File: src/rtl/snoop_arbiter.sv
// Round-robin arbiter sharing one DCache snoop port among NUM_REQ requesters.
// One snoop is outstanding at a time: grant in IDLE, address in ISSUE, beats in DATA.
module snoop_arbiter #(
    parameter int NUM_REQ = 3,
    parameter int ADDR_W  = 32,
    parameter int USER_W  = 4,
    parameter int DATA_W  = 64,
    parameter int BEATS   = 8
) (
    input  logic                      clk,
    input  logic                      rst,
    input  logic [NUM_REQ-1:0]        req_valid,
    output logic [NUM_REQ-1:0]        req_ready,
    input  logic [NUM_REQ*ADDR_W-1:0] req_addr,
    input  logic [NUM_REQ*USER_W-1:0] req_user,
    output logic [NUM_REQ-1:0]        resp_valid,
    input  logic [NUM_REQ-1:0]        resp_ready,
    output logic [DATA_W-1:0]         resp_data,
    output logic                      resp_last,
    output logic                      ac_valid,
    input  logic                      ac_ready,
    output logic [ADDR_W-1:0]         ac_addr,
    output logic [USER_W-1:0]         ac_user,
    input  logic                      cd_valid,
    output logic                      cd_ready,
    input  logic [DATA_W-1:0]         cd_data,
    input  logic                      cd_last,
    input  logic [USER_W-1:0]         cd_user,
    output logic                      err,
    output logic [1:0]                dbg_state
);

    localparam int IDX_W = (NUM_REQ > 1) ? $clog2(NUM_REQ) : 1;
    localparam int CNT_W = $clog2(BEATS);
    localparam logic [CNT_W-1:0] CNT_MAX = CNT_W'(BEATS - 1);

    typedef enum logic [1:0] {
        S_IDLE  = 2'd0,
        S_ISSUE = 2'd1,
        S_DATA  = 2'd2
    } state_t;

    state_t             state, state_nx;
    logic [IDX_W-1:0]   rr_ptr;
    logic [IDX_W-1:0]   gnt_q;
    logic [ADDR_W-1:0]  addr_q;
    logic [USER_W-1:0]  user_q;
    logic [CNT_W-1:0]   cnt;

    logic               gnt_found;
    logic [IDX_W-1:0]   gnt_idx;
    logic [IDX_W:0]     cand;
    logic [ADDR_W-1:0]  gnt_addr;
    logic [USER_W-1:0]  gnt_user;
    logic               grant;
    logic               beat_fire;
    logic               beat_err;

    // Scan from rr_ptr upward, wrapping at NUM_REQ; first valid requester wins.
    always_comb begin
        gnt_found = 1'b0;
        gnt_idx   = '0;
        cand      = '0;
        for (int i = 0; i < NUM_REQ; i++) begin
            cand = {1'b0, rr_ptr} + (IDX_W+1)'(i);
            if (cand >= (IDX_W+1)'(NUM_REQ))
                cand = cand - (IDX_W+1)'(NUM_REQ);
            if (!gnt_found && req_valid[cand[IDX_W-1:0]]) begin
                gnt_found = 1'b1;
                gnt_idx   = cand[IDX_W-1:0];
            end
        end
    end

    always_comb begin
        gnt_addr = '0;
        gnt_user = '0;
        for (int i = 0; i < NUM_REQ; i++) begin
            if (gnt_idx == IDX_W'(i)) begin
                gnt_addr = req_addr[i*ADDR_W +: ADDR_W];
                gnt_user = req_user[i*USER_W +: USER_W];
            end
        end
    end

    assign grant     = (state == S_IDLE) && gnt_found;
    assign beat_fire = (state == S_DATA) && cd_valid && cd_ready;
    assign beat_err  = (cd_valid && (state != S_DATA)) ||
                       (beat_fire && ((cd_last && (cnt != CNT_MAX)) ||
                                      (!cd_last && (cnt == CNT_MAX)) ||
                                      (cd_user != user_q)));

    // Handshakes: a transfer happens on a rising edge where valid and ready are both high;
    // valid never waits on ready, and req_ready/cd_ready are pure functions of state and inputs.
    always_comb begin
        state_nx   = state;
        req_ready  = '0;
        resp_valid = '0;
        cd_ready   = 1'b0;
        ac_valid   = 1'b0;
        case (state)
            S_IDLE: begin
                if (gnt_found && !rst)
                    req_ready[gnt_idx] = 1'b1;
                if (gnt_found)
                    state_nx = S_ISSUE;
            end
            S_ISSUE: begin
                ac_valid = 1'b1;
                if (ac_ready)
                    state_nx = S_DATA;
            end
            S_DATA: begin
                resp_valid[gnt_q] = cd_valid;
                cd_ready          = resp_ready[gnt_q];
                if (beat_fire && cd_last)
                    state_nx = S_IDLE;
            end
            default: state_nx = S_IDLE;
        endcase
    end

    assign resp_data = cd_data;
    assign resp_last = cd_last;
    assign ac_addr   = addr_q;
    assign ac_user   = user_q;
    assign dbg_state = state;

    always_ff @(posedge clk or posedge rst) begin
        if (rst) begin
            state  <= S_IDLE;
            rr_ptr <= '0;
            gnt_q  <= '0;
            addr_q <= '0;
            user_q <= '0;
            cnt    <= '0;
            err    <= 1'b0;
        end else begin
            state <= state_nx;
            if (grant) begin
                addr_q <= gnt_addr;
                user_q <= gnt_user;
                gnt_q  <= gnt_idx;
                rr_ptr <= (gnt_idx == IDX_W'(NUM_REQ - 1)) ? '0 : gnt_idx + 1'b1;
            end
            if ((state == S_ISSUE) && ac_ready)
                cnt <= '0;
            else if (beat_fire)
                cnt <= cnt + 1'b1;
            if (beat_err)
                err <= 1'b1;
        end
    end

endmodule

File: config.mk
export PLATFORM = sky130hd
export DESIGN_NAME = snoop_arbiter
export DESIGN_NICKNAME = d
export VERILOG_FILES = /design/src/rtl/snoop_arbiter.sv
export SDC_FILE = /design/constraint.sdc
export NUM_CORES = 1
export LEC_CHECK = 0
export CORE_AREA = 2 2 117 119
export DETAILED_ROUTE_END_ITERATION = 10
export DIE_AREA = 0 0 119 121
export DONT_BUFFER_PORTS = 1
export GPL_TIMING_DRIVEN = 0
export PLACE_DENSITY = 0.39
export SLEW_MARGIN = 10
export SYNTH_ARGS = -nofsm -noshare
export SYNTH_HDL_FRONTEND = slang
export SYNTH_SLANG_ARGS = --single-unit
export TNS_END_PERCENT = 100
File: constraint.sdc
create_clock -name clk -period 2.5 [get_ports clk]
set_input_delay 0.25 -clock clk [delete_from_list [all_inputs] [get_ports clk]]
set_output_delay 0.25 -clock clk [all_outputs]
set_load 0.05 [all_outputs]
======== Word-level counts from Yosys, hierarchy flattened ========
Index checks and enable logic that the tools add are counted.
storage, ports and cells
  register bits after elaboration ......... 46
  bits of input ports ..................... 187
  output and inout port bits .............. 112
  word-level logic and storage cells ...... 100
cells by class
  add/sub/neg operators ................... 7
  magnitude comparators ................... 10
  equality and inequality tests ........... 11
  muxes and demuxes ....................... 39
  bitwise gates (word level) .............. 1
  reductions and logical operators ........ 25
operators by type and width
  kind                                                                                  number
  32-bit two-way mux                                                                    3
  2-bit two-way mux                                                                     10
  2-bit by 3-bit less-than comparator with 1-bit output (second input constant)         5
  3-bit two-way mux                                                                     5
  1-bit logical AND                                                                     14
  4-bit two-way mux                                                                     3
  1-bit two-way mux                                                                     11
  1-bit binary-select mux with 2-bit select                                             4
  3-bit by 2-bit greater-or-equal comparator with 1-bit output (second input constant)  2
  2-bit inequality test (second input constant)                                         3
  2-bit one-hot mux with 3 select lines                                                 1
  2-bit subtractor (second input constant)                                              3
  1-bit demux with 2-bit select                                                         2
  2-bit by 1-bit == test with 1-bit output (second input constant)                      2
  2-bit == test (second input constant)                                                 2
  2-bit by 1-bit greater-or-equal comparator with 1-bit output (second input constant)  2
  1-bit logical NOT                                                                     4
  2-bit logical NOT                                                                     2
  4-bit inequality test                                                                 1
  2-bit by 1-bit adder with 3-bit output (second input constant)                        1
  2-bit by 2-bit adder with 3-bit output (second input constant)                        1
  3-bit by 1-bit adder with 3-bit output (second input constant)                        1
  3-bit AND                                                                             1
  3-bit == test (second input constant)                                                 1
  7 further kinds                                                                       9

======== Longest topological paths before layout ========
Gate-level depths: netlist of the first run.
  depth after elaboration ................. 17
  depth in mapped cells ................... 11
  mapped depth without buffers ............ 8

======== Worst setup path after synthesis of the first run ========
OpenSTA, ideal clock, no wires.
  path type ............................... flip-flop to output port
  start ................................... register rr_ptr[0]
  end ..................................... output port req_ready[2]
  data arrival time ....................... 2928 ps
  data required time ...................... 2250 ps
  slack ................................... -678 ps
  stages on the path, launching flop included .. 10
  buffers on the path ..................... 3
  cells stage by stage .................... dfrtp_1 > inv_1 > ha_1 > buf_2 > or3b_2 > nand4b_1 > nand3_1 > buf_6 > buf_6 > nor3_1
between the ends
  word-level cells in the longest chain between the ends .. 17
  elaborated cells on any way between the ends .. 35
  those cells by class .................... add/sub (5); order compare (5); mux (19); reduce/logical (6)
ends and longest elaborated chain
  item                                                                                             RTL line  RTL
  start: declaration                                                                               44        logic [IDX_W-1:0] rr_ptr;
  start signal: assignment                                                                         144       rr_ptr <= (gnt_idx == IDX_W'(NUM_REQ - 1)) ? '0 : gnt_idx + 1'b1;
  parallel branches: the longest is 15 deep, another holds 2-bit by 1-bit adder with 3-bit output  -
  3-bit two-way mux (*)                                                                            103       if (gnt_found && !rst)
  3-bit two-way mux (*)                                                                            101       case (state)
  end: declaration                                                                                 13        output logic [NUM_REQ-1:0] req_ready,
Every way passes the cells marked *. The select of a mux whose other input is x is not followed.

======== Worst setup path after layout of the first run ========
Same ends and word-level chain as after synthesis.

==> impl_metrics.py, run 1 <==
metrics = {
    "worst_setup_path": {
        "arrival_ps": 2380,
        "required_ps": 2250,
        "path_max_fanout": 7,
        "critPathKind": "reg -> out",
        "crit_path_end_kind": "output port",
        "crit_path_start_kind": "flip-flop",
    },
    "clock_tree": {
        "cts.sinks": 46,
        "cts-root-buf": "clkbuf_16",
        "htree_levels": 2,
        "tritoncts": "built",
        "cts_buffers": 5,
        "clock_path_buffers": 2,
        "path_clk_slew_ps": 60,
        "clock_latency_ps": 290,
    },
    "timing": {
        "fin_worst_skew_ps": 5.71,
        "period_share": 1.05,
        "setup-violations-final": 3,
        "timing.final.ws_setup_ps": -134,
        "layout_min_cycle_time_ps": 2630,
        "rsz0062_at_grt": "true",
        "drv_slew": 0,
        "hold_violations": 0,
        "fin_tns_setup_ps": -304,
        "relSlewSlack": 0.366,
        "tightest_slew_ps": 949,
        "timing.fmax_mhz": 380,
    },
    "floorplanning": {
        "ios": 299,
        "fp.coreArea_um2": 13100,
        "start_util": 0.258,
        "dieArea_um2": 14400,
        "die_y_um": 121,
        "die_w_um": 119,
        "row_count": 42,
    },
    "routing": {
        "wire_per_inst_um": 17.8,
        "vias": 2608,
        "firstDrtPassIters": 4,
        "postRouteAntennaNets": 0,
        "drt_iter0_drc": 53,
        "wl_um": 9940,
        "drc": 0,
        "vias_per_cell": 4.67,
    },
    "synth": {
        "ys_types": 37,
        "synth_edf_count": 0,
        "postSynthAreaPerCell_um2": 9.40,
        "yosysSeqAreaShare": 0.341,
        "yosys_warnings": 0,
        "syn_nets": 552,
        "syn_area_um2": 3380,
        "netlist_instances": 359,
        "async_reset_ff_frac": 1.00,
        "synthFlopType": "dfrtp_1",
        "synth_seq_cells": 46,
    },
    "pwr": {
        "p_total_uw": 7630,
        "power_density_nw_per_um2": 1870,
        "power.switching_uw": 4200,
        "p_leak_uw": 0.00190,
        "p_int_uw": 3430,
        "switching_share": 0.551,
        "p_seq_frac": 0.328,
        "peakVddDrop_v": 0.000630,
        "p_comb_frac": 0.587,
        "clockPowerShare": 0.085,
    },
    "finish": {
        "stdcell_count": 558,
        "final_common_cell": "buf_4",
        "drive_above_1_share": 0.335,
        "diodes": 0,
        "final_cell_mix": "79 x buf_4, 43 x dfrtp_1, 38 x mux2i_1",
        "fin_area_um2": 4080,
        "area_delta_synth_final_pct": 20.9,
        "nNetsFinal": 575,
    },
    "grt": {
        "grt_pass1_wl_um": 14300,
        "grt_usage": 0.131,
        "grt_pass1_vias": 2548,
        "antenna_found_initial": 0,
        "grt_overflow_total": 0,
        "grt_max_degree": 29,
    },
    "placed_design": {
        "portBuffers": 0,
        "placed_area_um2": 3650,
        "dp_hpwl_um": 7780,
        "dp_cells": 536,
        "pre_cts_ws_ps": -563,
        "gp_congestion": 0.797,
    },
    "status": {
        "violations": "negative setup slack",
        "status": "complete, but fails checks",
    },
    "job": {
        "drv_cap": 0,
    },
    "worst_hold_path": {
        "min-delay-path-class": "in -> reg",
    },
}
==> cells in the mapped netlist (5+ instances only) <==
cell type | number | share of area
ha_1 | 6 | 0.022
a21oi_1 | 11 | 0.016
inv_1 | 5 | 0.0056
nor3_1 | 6 | 0.0089
o22ai_1 | 11 | 0.020
mux2i_1 | 42 | 0.12
nand2_1 | 30 | 0.033
buf_4 | 65 | 0.14
mux2_1 | 25 | 0.083
clkbuf_1 | 9 | 0.010
dfrtp_1 | 46 | 0.34
nor2b_1 | 9 | 0.017
o21ai_1 | 32 | 0.047
nor2_1 | 20 | 0.022
==> cell families (layout without fill, tap and decap cells) <==
logic type,count (synthesis),in the layout,synth area share
AO/OA/AOI/OAI,68,68,0.124
XOR/XNOR,6,6,0.0156
adder cells (fa/ha/maj),6,6,0.0222
buffers and inverters,87,110,0.179
flip-flops,46,46,0.341
multiplexers,67,67,0.208
AND/OR/NAND/NOR,79,79,0.110
==> state kept, by name, summed over array words and instances (netlist names) <==
signal,count
ac_addr,32
ac_user,4
rr_ptr,2
gnt_q,2
cnt,3
err,1
dbg_state,2
==> repair_timing <==
item	4_1_cts	5_1_grt
setup buffers	14	3
pin swaps	7	9
endpoints found under the hold margin	18	0
endpoints found under the setup margin	46	43
hold buffers	1	0
resized for setup	29	21
==> area by class of cell <==
type / count / area (um2)
buffer: 79 / 598
clock buffer: 7 / 133
fill: 1358 / 9000
inverter: 5 / 18.8
multi-input combinational: 226 / 1780
sequential: 46 / 1150
tap: 176 / 220
timing repair buffer: 19 / 181
==> through the flow <==
step | util | hold WS, ps
floorplan | - | 358
global placement | 0.276 | 363
finish | 0.312 | 55.1
CTS | 0.306 | 42.0
detailed placement | 0.279 | 178
global route | 0.312 | 48.3
==> layer usage <==
metal | GRT usage | part of all wire | vias up
met5 | 0 | 0 | -
met4 | 0.0484 | 0.019 | 0
met3 | 0.0338 | 0.077 | 10
met2 | 0.228 | 0.51 | 168
met1 | 0.155 | 0.39 | 1212
li1 | - | - | 1218
==> critical path: stages, from the launching register on <==
cell and delay, ps:
dfrtp_2 410, buf_6 130, ha_4 180, mux2i_4 190, o22ai_4 220, nand3b_1 190
nand3_2 140, buf_12 170, nor3_4 450
==> final timing paths <==
path,from,to,slack [ps],cells after the start
hold / removal,ac_ready,dbg_state[0]$_DFFE_PP0P_,60,1
setup / recovery,rr_ptr[0]$_DFFE_PP0P_,req_ready[2],-130,8
setup reg to reg,rr_ptr[1]$_DFFE_PP0P_,ac_addr[15]$_DFFE_PP0P_,90,11
hold reg to reg,cnt[2]$_DFFE_PP0P_,cnt[2]$_DFFE_PP0P_,550,2
min in group asynchronous,rst,rr_ptr[0]$_DFFE_PP0P_,460,2
max in group asynchronous,rst,dbg_state[1]$_DFFE_PP0P_,1510,3
==> power groups by stage <==
| stage | Combinational [uW] | Clock (uW) | Sequential [uW] |
|---|---|---|---|
| after CTS | 4410 | 684 | 2510 |
| after global routing | 4940 | 706 | 2550 |
| after detailed placement | 3920 | 0 | 2510 |
| final | 4480 | 647 | 2500 |
| after global placement | 3850 | 0 | 2510 |
| after floorplan | 3060 | 0 | 2390 |
Note: power is estimated with default switching activity, not from simulation.
==> run 2, diff against run 1 <==
- CELL_PAD_IN_SITES_DETAIL_PLACEMENT: default -> 1
- CELL_PAD_IN_SITES_GLOBAL_PLACEMENT: default -> 1
- CORE_AREA: 2 2 117 119 -> default
- CORE_ASPECT_RATIO: default -> 1.25
- CORE_MARGIN: default -> 2
- CORE_UTILIZATION: default -> 25
- DIE_AREA: 0 0 119 121 -> default
- PLACE_DENSITY: 0.39 -> 0.51
- SLEW_MARGIN: 10 -> default
==> run 2 against run 1 <==
Compared with the run above: the flow still finishes with violations (negative setup slack); design area grew 5.7%; global-route usage grew 1.4 points; die area grew 0.39%; total power grew 9.2%; first-iteration DRC count shrank 7.5%; via count grew 4.7%; clock skew shrank 2.7 ps; cell count grew 1.8%; critical path type unchanged.
==> impl_metrics.py, run 2 (synthesis gave the netlist of run 1 again) <==
metrics = {
    "finish": {
        "final_cell_mix": "86 x buf_4, 44 x dfrtp_1, 36 x mux2i_1",
        "fin_area_um2": 4320,
        "fillers": 1545,
        "area_delta_synth_final_pct": 27.9,
        "drive_above_1_share": 0.383,
        "final_common_cell": "buf_4",
        "diodes": 0,
        "largest_reg_flops": 32,
        "nNetsFinal": 589,
    },
    "timing": {
        "timing.final.ws_setup_ps": -124,
        "layout_min_cycle_time_ps": 2620,
        "setup-violations-final": 3,
        "fin_worst_skew_ps": 2.99,
        "tightest_slew_ps": 937,
        "relSlewSlack": 0.374,
        "drv_slew": 0,
        "hold_violations": 0,
        "hold_slack_ps": 75.7,
        "fin_tns_setup_ps": -278,
        "timing.fmax_mhz": 381,
        "period_share": 1.05,
        "rsz0062_at_grt": "true",
    },
    "routing": {
        "wl_um": 11200,
        "drt_iter0_drc": 49,
        "wl_met3_um": 983,
        "drc": 0,
        "wl_met2_um": 6260,
        "vias_per_cell": 4.81,
        "top_layer": "met4",
        "wire_per_inst_um": 19.7,
        "firstDrtPassIters": 4,
        "wl_met1_um": 3880,
        "vias": 2731,
        "postRouteAntennaNets": 0,
    },
    "placed_design": {
        "placed_area_um2": 3640,
        "dp_hpwl_um": 8690,
        "gp_congestion": 0.709,
        "pre_cts_ws_ps": -561,
        "portBuffers": 0,
    },
    "pwr": {
        "p_comb_frac": 0.606,
        "peakVddDrop_v": 0.000558,
        "p_seq_frac": 0.303,
        "clockPowerShare": 0.091,
        "p_total_uw": 8330,
        "p_leak_uw": 0.00201,
        "switching_share": 0.529,
        "power_density_nw_per_um2": 1930,
        "power.switching_uw": 4410,
        "p_int_uw": 3920,
    },
    "status": {
        "status": "complete, but fails checks",
        "violations": "negative setup slack",
    },
    "clock_tree": {
        "path_clk_slew_ps": 60,
        "cts_buffers": 5,
        "cts-root-buf": "clkbuf_16",
        "clock_path_buffers": 2,
        "htree_levels": 2,
        "clock_latency_ps": 290,
        "tritoncts": "built",
        "cts.sinks": 46,
    },
    "worst_setup_path": {
        "required_ps": 2250,
        "arrival_ps": 2370,
        "crit_path_start": "rr_ptr[0]$_DFFE_PP0P_",
        "crit_path_end": "req_ready[0]",
        "crit_path_max_incr_delay_ps": 470,
        "critPathKind": "reg -> out",
        "crit_path_start_kind": "flip-flop",
        "r2r_end": "ac_addr[5]$_DFFE_PP0P_",
        "reg2reg_slack_ps": 20,
        "crit_path_end_kind": "output port",
        "slowest_stage": "nor3_4",
        "r2r-start": "rr_ptr[0]$_DFFE_PP0P_",
        "path_cells": "inv_4, ha_4, buf_6, nor2b_2, o21ai_1, nand4b_1, nand3_2, buf_12, nand2_4, nor3_4",
        "rr_worst_depth": 13,
        "path_max_fanout": 6,
    },
    "floorplanning": {
        "row_count": 47,
        "fp.coreArea_um2": 13200,
        "die_y_um": 134,
        "dieArea_um2": 14500,
        "ios": 299,
        "start_util": 0.255,
        "die_w_um": 108,
    },
    "job": {
        "drv_cap": 0,
    },
    "grt": {
        "grt_pass1_vias": 2848,
        "grt_max_degree": 25,
        "grt_overflow_total": 0,
        "grt_usage": 0.145,
        "grt_pass1_wl_um": 16000,
        "antenna_found_initial": 0,
    },
    "worst_hold_path": {
        "min-delay-path-class": "in -> reg",
    },
}
==> run 2: changes by cell type in the layout (fill, tap and decap cells not counted), sizes merged <==
cell / delta
buf: +13
bufinv: +1
clkbuf: +1
==> run 2: repair_timing <==
action                     CTS  global route
hold buffers                 1             0
pin swaps                   10            11
hold endpoints to repair    22             0
buffers inserted            20             8
setup endpoints to repair   45            46
gates resized for setup     42            32
gates cloned                 2             0
==> run 2: final cells by class <==
type	instances	area (um2)	share of cell area
buffer	80	613	0.142
clock buffer	7	133	0.0307
clock inverter	1	30.0	0.00696
inverter	5	21.3	0.00493
multi-input combinational	226	1810	0.420
sequential	46	1150	0.267
tap	171	214	0.0496
timing repair buffer	32	339	0.0786
==> run 2: how the worst min path moves through the flow <==
| stage | start | to | slack [ps] | depth (start not counted) |
|---|---|---|---|---|
| 2_1_floorplan | ac_ready | dbg_state[0]$_DFFE_PP0P_ | 360 | 1 |
| 3_3_place_gp | ac_ready | dbg_state[0]$_DFFE_PP0P_ | 360 | 1 |
| 3_5_place_dp | rst | ac_addr[22]$_DFFE_PP0P_ | 220 | 1 |
| 4_1_cts | ac_ready | dbg_state[0]$_DFFE_PP0P_ | 70 | 1 |
| 5_1_grt | cd_valid | err$_DFFE_PP0P_ | 70 | 1 |
| 6_report | ac_ready | dbg_state[0]$_DFFE_PP0P_ | 80 | 1 |
==> run 2: power by group through the flow <==
stage / clock (uW) / combinational, uW / sequential [uW]
2_1_floorplan: 0 / 3060 / 2390
4_1_cts: 794 / 4910 / 2520
3_3_place_gp: 0 / 3850 / 2520
3_5_place_dp: 0 / 3950 / 2520
6_report: 762 / 5050 / 2520
5_1_grt: 821 / 5540 / 2580
==> run 2: critical path: cells and delay by family (launching register included) <==
kind            cells  cell delay, ps
flops               1             450
compound gates      1             120
simple gates        5             870
fa+ha+maj           1             310
buf+inv             3             330
==> run 2: layer usage <==
metal	GRT usage	vias up
met1	0.152	1297
met3	0.0355	7
met5	0	-
met4	0.0299	0
met2	0.287	181
li1	-	1246
==> run 2: stage by stage <==
| step | instances | utilization |
|---|---|---|
| after floorplan | 359 | - |
| after global placement | 530 | 0.273 |
| after detailed placement | 531 | 0.275 |
| after CTS | 561 | 0.317 |
| after global routing | 568 | 0.326 |
| final | 568 | 0.326 |
